`config.mk`:
```
export PLATFORM = sky130hd
export DESIGN_NAME = wheel_pwm_driver
export DESIGN_NICKNAME = d
export VERILOG_FILES = /design/src/rtl/wheel_pwm_driver_pkg.sv /design/src/rtl/wheel_pwm_driver_pwm_core.sv /design/src/rtl/wheel_pwm_driver.sv
export SDC_FILE = /design/constraint.sdc
export NUM_CORES = 1
export LEC_CHECK = 0
export BUFFER_PORTS_ARGS = -buffer_cell sky130_fd_sc_hd__clkbuf_2
export CORE_AREA = 2 2 108 162
export DETAILED_ROUTE_END_ITERATION = 8
export DIE_AREA = 0 0 110 164
export GPL_ROUTABILITY_DRIVEN = 1
export GPL_TIMING_DRIVEN = 0
export PLACE_DENSITY = 0.67
export SYNTH_ARGS = -nofsm -noshare
export SYNTH_HDL_FRONTEND = slang
export SYNTH_SLANG_ARGS = --single-unit
export TNS_END_PERCENT = 1
```
`constraint.sdc`:
```
create_clock -name WHEEL_PWM_DRIVER_CLOCK_50 -period 10.18 [get_ports WHEEL_PWM_DRIVER_CLOCK_50]
set_input_delay 2.036 -clock WHEEL_PWM_DRIVER_CLOCK_50 [delete_from_list [all_inputs] [get_ports WHEEL_PWM_DRIVER_CLOCK_50]]
set_output_delay 2.036 -clock WHEEL_PWM_DRIVER_CLOCK_50 [all_outputs]
set_load 0.02 [all_outputs]
```
`src/rtl/wheel_pwm_driver_pkg.sv`:
```
`default_nettype none
// ============================================================================
// Module      : wheel_pwm_driver_pkg
// Description : Shared definitions for the wheel PWM driver. Holds the FSM
//               state encoding, the H-bridge direction pin encoding and the
//               setpoint word format defaults shared with the movement
//               controller that produces the wheel-speed setpoints.
// Revision    : 1.0 - initial release
// ============================================================================
package wheel_pwm_driver_pkg;

  // Setpoint word format shared with the movement controller (W1..W4 words).
  localparam int unsigned C_SETPOINT_N_WIDTH = 32;
  localparam int unsigned C_SETPOINT_Q_WIDTH = 15;

  // Drive state machine.
  typedef enum logic [1:0] {
    ST_IDLE = 2'd0,
    ST_FWD  = 2'd1,
    ST_REV  = 2'd2,
    ST_DEAD = 2'd3
  } state_e;

  // H-bridge direction pins {IN1, IN2}.
  typedef enum logic [1:0] {
    DIR_OFF = 2'b00,
    DIR_REV = 2'b01,
    DIR_FWD = 2'b10,
    DIR_BRK = 2'b11
  } dir_e;

endpackage : wheel_pwm_driver_pkg
`default_nettype wire

```
`src/rtl/wheel_pwm_driver_pwm_core.sv`:
```
`default_nettype none
// ============================================================================
// Module      : wheel_pwm_driver_pwm_core
// Description : Free-running PWM period counter with a boundary pulse and a
//               registered duty comparator.
//   clk_i      - system clock
//   rst_i      - synchronous active-high reset
//   duty_i     - duty in counts, 0 .. 2^PWM_BITS-1
//   pwm_o      - registered (counter < duty)
//   boundary_o - high for the one clock where the counter sits at its maximum
// Revision    : 1.0 - initial release
// ============================================================================
module wheel_pwm_driver_pwm_core
  import wheel_pwm_driver_pkg::*;
#(
  parameter int unsigned PWM_BITS = 10
) (
  input  logic                clk_i,
  input  logic                rst_i,
  input  logic [PWM_BITS-1:0] duty_i,
  output logic                pwm_o,
  output logic                boundary_o
);

  logic [PWM_BITS-1:0] cnt_q;
  logic                pwm_q;

  // The counter never stops: the enable cut-off and every drive state rely
  // on the period grid staying intact so re-entry is boundary-aligned.
  always_ff @(posedge clk_i) begin
    if (rst_i) begin
      cnt_q <= '0;
      pwm_q <= 1'b0;
    end else begin
      cnt_q <= cnt_q + PWM_BITS'(1);
      pwm_q <= (cnt_q < duty_i);
    end
  end

  assign boundary_o = (cnt_q == {PWM_BITS{1'b1}});
  assign pwm_o      = pwm_q;

endmodule : wheel_pwm_driver_pwm_core
`default_nettype wire

```
`src/rtl/wheel_pwm_driver.sv`:
```
`default_nettype none
// ============================================================================
// Module      : wheel_pwm_driver
// Description : Converts one signed fixed-point wheel-speed setpoint into an
//               H-bridge drive (PWM + two direction pins). Scales and clips
//               the setpoint to a duty, slew-limits the duty once per PWM
//               period, sequences direction reversals through a dead phase
//               and cuts the drive immediately when ENABLE drops.
//   WHEEL_PWM_DRIVER_CLOCK_50     - system clock
//   WHEEL_PWM_DRIVER_RESET_InHigh - synchronous active-high reset
//   WHEEL_PWM_DRIVER_SPEED_InBus  - signed Q(N-Q).Q setpoint, rad/s
//   WHEEL_PWM_DRIVER_ENABLE_In    - drive enable, low = emergency stop
//   WHEEL_PWM_DRIVER_PWM_Out      - PWM to bridge enable
//   WHEEL_PWM_DRIVER_DIRA_Out     - bridge IN1
//   WHEEL_PWM_DRIVER_DIRB_Out     - bridge IN2
//   WHEEL_PWM_DRIVER_DUTY_OutBus  - duty currently applied
//   WHEEL_PWM_DRIVER_SAT_Out      - last sampled setpoint was clipped
// Build option: WHEEL_PWM_BRAKE_EN - when defined, the dead phase actively
//               brakes (both direction pins and PWM high) instead of coasting.
// Revision    : 1.0 - initial release
// ============================================================================
module wheel_pwm_driver
  import wheel_pwm_driver_pkg::*;
#(
  parameter int unsigned N_WIDTH      = C_SETPOINT_N_WIDTH,
  parameter int unsigned Q_WIDTH      = C_SETPOINT_Q_WIDTH,
  parameter int unsigned PWM_BITS     = 10,
  parameter int unsigned DUTY_GAIN    = 40,
  parameter int unsigned RAMP_STEP    = 8,
  parameter int unsigned DEAD_PERIODS = 4
) (
  input  logic                WHEEL_PWM_DRIVER_CLOCK_50,
  input  logic                WHEEL_PWM_DRIVER_RESET_InHigh,
  input  logic [N_WIDTH-1:0]  WHEEL_PWM_DRIVER_SPEED_InBus,
  input  logic                WHEEL_PWM_DRIVER_ENABLE_In,
  output logic                WHEEL_PWM_DRIVER_PWM_Out,
  output logic                WHEEL_PWM_DRIVER_DIRA_Out,
  output logic                WHEEL_PWM_DRIVER_DIRB_Out,
  output logic [PWM_BITS-1:0] WHEEL_PWM_DRIVER_DUTY_OutBus,
  output logic                WHEEL_PWM_DRIVER_SAT_Out
);

  localparam int unsigned         C_PROD_W    = N_WIDTH + 16;
  localparam logic [PWM_BITS-1:0] C_DMAX      = {PWM_BITS{1'b1}};
  localparam logic [PWM_BITS-1:0] C_STEP      = PWM_BITS'(RAMP_STEP);
  localparam int unsigned         C_DEAD_W    = (DEAD_PERIODS < 1) ? 1 : $clog2(DEAD_PERIODS + 1);
  localparam logic [C_DEAD_W-1:0] C_DEAD_LOAD = C_DEAD_W'(DEAD_PERIODS);

  // --------------------------------------------------------------------------
  // Setpoint scaling: |speed| * gain >> Q, clipped to the duty range.
  // --------------------------------------------------------------------------
  logic                speed_neg;
  logic [N_WIDTH-1:0]  mag;
  logic [C_PROD_W-1:0] prod;
  logic [C_PROD_W-1:0] scaled;
  logic                clip;
  logic [PWM_BITS-1:0] tgt;

  always_comb begin
    speed_neg = WHEEL_PWM_DRIVER_SPEED_InBus[N_WIDTH-1];
    // The most negative word has no positive counterpart; pin it to the
    // largest positive magnitude instead of letting negation wrap.
    if (WHEEL_PWM_DRIVER_SPEED_InBus == {1'b1, {(N_WIDTH-1){1'b0}}}) begin
      mag = {1'b0, {(N_WIDTH-1){1'b1}}};
    end else if (speed_neg) begin
      mag = ~WHEEL_PWM_DRIVER_SPEED_InBus + N_WIDTH'(1);
    end else begin
      mag = WHEEL_PWM_DRIVER_SPEED_InBus;
    end
    prod   = C_PROD_W'(mag) * C_PROD_W'(DUTY_GAIN);
    scaled = prod >> Q_WIDTH;
    clip   = (scaled > C_PROD_W'(C_DMAX));
    tgt    = clip ? C_DMAX : scaled[PWM_BITS-1:0];
  end

  // Move cur toward goal by at most one ramp step, landing exactly on goal.
  function automatic logic [PWM_BITS-1:0] ramp_toward(
    input logic [PWM_BITS-1:0] cur,
    input logic [PWM_BITS-1:0] goal
  );
    logic [PWM_BITS-1:0] diff;
    if (cur < goal) begin
      diff = goal - cur;
      return (diff > C_STEP) ? (cur + C_STEP) : goal;
    end else begin
      diff = cur - goal;
      return (diff > C_STEP) ? (cur - C_STEP) : goal;
    end
  endfunction

  // --------------------------------------------------------------------------
  // PWM period counter and comparator.
  // --------------------------------------------------------------------------
  logic [PWM_BITS-1:0] duty_q, duty_d;
  logic [PWM_BITS-1:0] duty_cmp;
  logic                core_pwm;
  logic                boundary;

  // Zeroing the compare input while disabled makes the registered PWM drop
  // on the very next edge, not one period later.
  assign duty_cmp = WHEEL_PWM_DRIVER_ENABLE_In ? duty_q : '0;

  wheel_pwm_driver_pwm_core #(
    .PWM_BITS (PWM_BITS)
  ) u_pwm_core (
    .clk_i      (WHEEL_PWM_DRIVER_CLOCK_50),
    .rst_i      (WHEEL_PWM_DRIVER_RESET_InHigh),
    .duty_i     (duty_cmp),
    .pwm_o      (core_pwm),
    .boundary_o (boundary)
  );

  // --------------------------------------------------------------------------
  // Drive state machine.
  // --------------------------------------------------------------------------
  state_e              state_q, state_d;
  logic [C_DEAD_W-1:0] dead_q, dead_d;
  logic                sat_q, sat_d;
  logic                opposite;

  always_ff @(posedge WHEEL_PWM_DRIVER_CLOCK_50) begin
    if (WHEEL_PWM_DRIVER_RESET_InHigh) begin
      state_q <= ST_IDLE;
      duty_q  <= '0;
      dead_q  <= '0;
      sat_q   <= 1'b0;
    end else begin
      state_q <= state_d;
      duty_q  <= duty_d;
      dead_q  <= dead_d;
      sat_q   <= sat_d;
    end
  end

  always_comb begin
    state_d  = state_q;
    duty_d   = duty_q;
    dead_d   = dead_q;
    sat_d    = sat_q;
    opposite = 1'b0;

    if (!WHEEL_PWM_DRIVER_ENABLE_In) begin
      // Emergency stop acts on any clock, not just at a boundary.
      state_d = ST_IDLE;
      duty_d  = '0;
      dead_d  = '0;
    end else if (boundary) begin
      sat_d = clip;
      case (state_q)
        ST_IDLE: begin
          if (tgt != '0) begin
            state_d = speed_neg ? ST_REV : ST_FWD;
            duty_d  = ramp_toward(duty_q, tgt);
          end
        end

        ST_FWD, ST_REV: begin
          // A zero target carries no direction, so it never counts as a
          // reversal request; it simply ramps down and parks in IDLE.
          opposite = (tgt != '0) && (speed_neg != (state_q == ST_REV));
          if (opposite) begin
            if (duty_q == '0) begin
              state_d = ST_DEAD;
              dead_d  = C_DEAD_LOAD;
            end else begin
              duty_d = ramp_toward(duty_q, '0);
            end
          end else if ((tgt == '0) && (duty_q == '0)) begin
            state_d = ST_IDLE;
          end else begin
            duty_d = ramp_toward(duty_q, tgt);
          end
        end

        ST_DEAD: begin
          duty_d = '0;
          // Leaving on the boundary that would take the count to zero gives
          // exactly DEAD_PERIODS full periods in DEAD.
          if (dead_q <= C_DEAD_W'(1)) begin
            state_d = ST_IDLE;
            dead_d  = '0;
          end else begin
            dead_d = dead_q - C_DEAD_W'(1);
          end
        end

        default: begin
          state_d = ST_IDLE;
          duty_d  = '0;
          dead_d  = '0;
        end
      endcase
    end
  end

  // --------------------------------------------------------------------------
  // Bridge outputs.
  // --------------------------------------------------------------------------
  dir_e dir;
  logic dead_drive;

  always_comb begin
    dir        = DIR_OFF;
    dead_drive = 1'b0;
    case (state_q)
      ST_FWD:  dir = DIR_FWD;
      ST_REV:  dir = DIR_REV;
      ST_DEAD: begin
`ifdef WHEEL_PWM_BRAKE_EN
        // Short the motor terminals through the bridge for active braking.
        dir        = DIR_BRK;
        dead_drive = 1'b1;
`else
        dir        = DIR_OFF;
        dead_drive = 1'b0;
`endif
      end
      default: dir = DIR_OFF;
    endcase
  end

  assign WHEEL_PWM_DRIVER_PWM_Out     = core_pwm | dead_drive;
  assign WHEEL_PWM_DRIVER_DIRA_Out    = dir[1];
  assign WHEEL_PWM_DRIVER_DIRB_Out    = dir[0];
  assign WHEEL_PWM_DRIVER_DUTY_OutBus = duty_q;
  assign WHEEL_PWM_DRIVER_SAT_Out     = sat_q;

endmodule : wheel_pwm_driver
`default_nettype wire
```
==> impl_metrics.toml <==
[synth]
synth_edf_count = 0
synth_cell_types = 86
synth_top_area_share_pct = 18.09
yosys_warnings = 0
yosysMostFrequentCell = "nand2_1"
syn_area_sq_mm = 0.006502
ys_seq_elements = 27
ys.flop_type = "dfxtp_1"
synth_area_per_cell_sq_um = 7.169
ys_seq_area_share_pct = 8.312
synth_commonest_cells = "nand2_1, ha_1, a21oi_1, nor2_1, o21ai_0"
syn-instance-count = 907
synth_nets = 1037
synth_area_leaders = "ha_1, dfxtp_1, nand2_1"
async_reset_ff_share_pct = 0
yosysTopAreaCell = "ha_1"

[placed_design]
place_area_sq_mm = 0.007005
io_buffers = 48
routabilityCongestion = 1.040
post-place-ws_ns = -1.428
hpwl_um = 16910

[die]
dieArea_sq_mm = 0.01804
rows = 58
die_h_um = 164
ioPinCount = 49
coreArea_sq_mm = 0.01662
start_util_pct = 39.13
die_x_um = 110

[global_routing]
grt_max_degree = 17
grt_pass1_vias = 6981
grt_util_all_layers_pct = 23.23
overflow = 0
grt_pass1_wl_um = 33310
grt_antenna_before_repair = 0

[routing]
drt.antenna.violating_nets = 0
routed.top_layer = "met4"
wl_met1_um = 8099
viasPerCell = 6.227
wl_met2_um = 11450
drt_wl_total_um = 21900
first_iter_violations = 482
wl_met3_um = 906
wl_per_cell_um = 18.44
drc = 0
vias = 7398
drtPass1Iterations = 5

[critical_path]
path_class = "primary input to flip-flop"
cp.required_ns = 10.35
end_kind = "flip-flop"
crit_fanout = 9
rrSetupSlack_ns = 5.83
critical_path.top_delay_family = "compound AO/OA/AOI/OAI gates"
slowest_delay_ns = 0.59
critPathSlowestCell = "or4_4"
cp-start-kind = "primary input"
crit_buf_inv = 3
cpMostUsedCell = "a21oi_1"
arrival_ns = 10.21

[cells_and_area]
drive_gt1_share_pct = 25.15
final_net_count = 1109
diodes = 0
finish.utilization_pct = 48.78
area_growth_pct = 24.67
fin_area_sq_mm = 0.008107

[sta]
setup_viol = 0
fmax_mhz = 99.58
worst_hold_slack_ns = 0.4624
worst_slew_pin_slew_ns = 1.035
hold_violations = 0
finalCriticalPeriod_ns = 10.04
skew_ns = 0.004696
slew_violations = 0
relSlewSlack_pct = 30.29
fin_crit_sh_pct = 98.65
fin_ws_ns = 0.1378

[power_and_ir_drop]
power_density_mw_per_mm2 = 99.00
max-vdd-ir-drop_mv = 0.09981
total_leakage_power_uw = 0.003183
total_power_uw = 802.6

[clock_tree]
clock-sinks = 27
cts-root-buf = "clkbuf_16"
clk_latency_ns = 0.28
cts_buffers = 3
clock_path_buffers = 2
cts_tree = "built"
cts_hold_buf = 0
path_clk_slew_ns = 0.07
ctsHtreeMaxLevel = 1

[worst_hold_path]
min_path_type = "flip-flop to flip-flop"

[outcome]
status = "finished, final reports clean"

[job]
cap_viol_max_count = 0
stage by stage:
stage          std cells  TNS (ns)
2_1_floorplan        907         0
3_3_place_gp        1165    -12.56
3_5_place_dp        1165    -13.12
4_1_cts             1168         0
5_1_grt             1188   -0.2149
6_report            1188         0
where the power goes:
part / internal [uW] / switching [uW] / leakage (uW)
sequential: 107 / 1.38 / 0.000218
combinational: 247 / 352 / 0.00293
clock: 53.7 / 42.1 / 0.0000371
cell families after synthesis:
kind of cell	Yosys count	share of synthesized area, %
and+or+nand+nor	338	27.57
AOI/OAI and AO/OA	293	31.02
adders and majority gates	95	18.40
buffers and inverters	86	5.292
xor gates and xnor gates	57	7.677
DFF	27	8.313
muxes	11	1.732
timing repair:
action                                  in CTS  in global routing
resized for setup                           60                123
setup buffers                               11                 23
endpoints found under the setup margin      10                 10
pin swaps                                   12                 48
layout by cell type (no fill, tap or decap), types with 9 or more instances in the layout:
| cell type | instances |
|---|---|
| a21oi_1 | 43 |
| ha_1 | 66 |
| o21ai_1 | 11 |
| inv_1 | 45 |
| a31oi_1 | 9 |
| nand3_1 | 24 |
| nor3_1 | 25 |
| buf_4 | 37 |
| nand4_1 | 17 |
| o21a_1 | 17 |
| clkbuf_1 | 10 |
| o21ai_0 | 48 |
| a211oi_1 | 9 |
| nand2_2 | 10 |
| dfxtp_1 | 27 |
| or3_1 | 12 |
| xor2_1 | 35 |
| a21oi_2 | 16 |
| ha_4 | 22 |
| nor2_1 | 56 |
| nand2_1 | 96 |
| o211ai_1 | 10 |
| a21o_1 | 13 |
| xnor2_1 | 21 |
| clkbuf_2 | 49 |
path summary, 6_finish.rpt:
check | to | from | cells after the start
worst min-delay path | u_pwm_core.cnt_q[0]$_SDFF_PP0_ | u_pwm_core.cnt_q[0]$_SDFF_PP0_ | 1
worst min register to register | u_pwm_core.cnt_q[0]$_SDFF_PP0_ | u_pwm_core.cnt_q[0]$_SDFF_PP0_ | 1
worst max-delay path | WHEEL_PWM_DRIVER_DUTY_OutBus[3]$_SDFFE_PP0P_ | WHEEL_PWM_DRIVER_SPEED_InBus[7] | 36
worst max register to register | WHEEL_PWM_DRIVER_DUTY_OutBus[3]$_SDFFE_PP0P_ | WHEEL_PWM_DRIVER_DUTY_OutBus[0]$_SDFFE_PP0P_ | 18
area by class of cell:
| class | instances | area, sq um |
|---|---|---|
| fill | 1599 | 8512 |
| multi-input combinational | 794 | 6420 |
| sequential | 27 | 540.5 |
| timing repair buffer | 82 | 495.5 |
| tap | 210 | 262.8 |
| inverter | 46 | 172.7 |
| buffer | 25 | 132.6 |
| clock buffer | 3 | 75.07 |
| clock inverter | 1 | 7.507 |
sequential cells by signal (all words and copies together), names as in the netlist:
| register | flops |
|---|---|
| u_pwm_core.pwm_o | 1 |
| WHEEL_PWM_DRIVER_DUTY_OutBus | 10 |
| dead_q | 3 |
| state_q | 2 |
| WHEEL_PWM_DRIVER_SAT_Out | 1 |
| u_pwm_core.cnt_q | 10 |
metal layers:
metal  global-route usage (%)  vias up
met5                        0        -
met4                    14.79        0
met3                   0.8333       84
met2                    44.51      279
met1                    23.85     3463
li1                         -     3572
worst reg2reg max path: stages, from the launching register on:
cell      delay, ns
dfxtp_1        0.32
clkbuf_1       0.37
nand4b_1       0.32
fa_2           0.49
a21o_1         0.18
a21oi_2        0.15
o21bai_1       0.10
a21o_1         0.19
a211o_1        0.30
a21oi_1        0.13
o221ai_1       0.15
nor2_1         0.14
nand4_1        0.15
a22oi_2        0.32
nand3_2        0.16
and2_4         0.18
buf_6          0.13
o31a_1         0.23
o221a_1        0.23
Note: power is estimated with default switching activity, not from simulation.
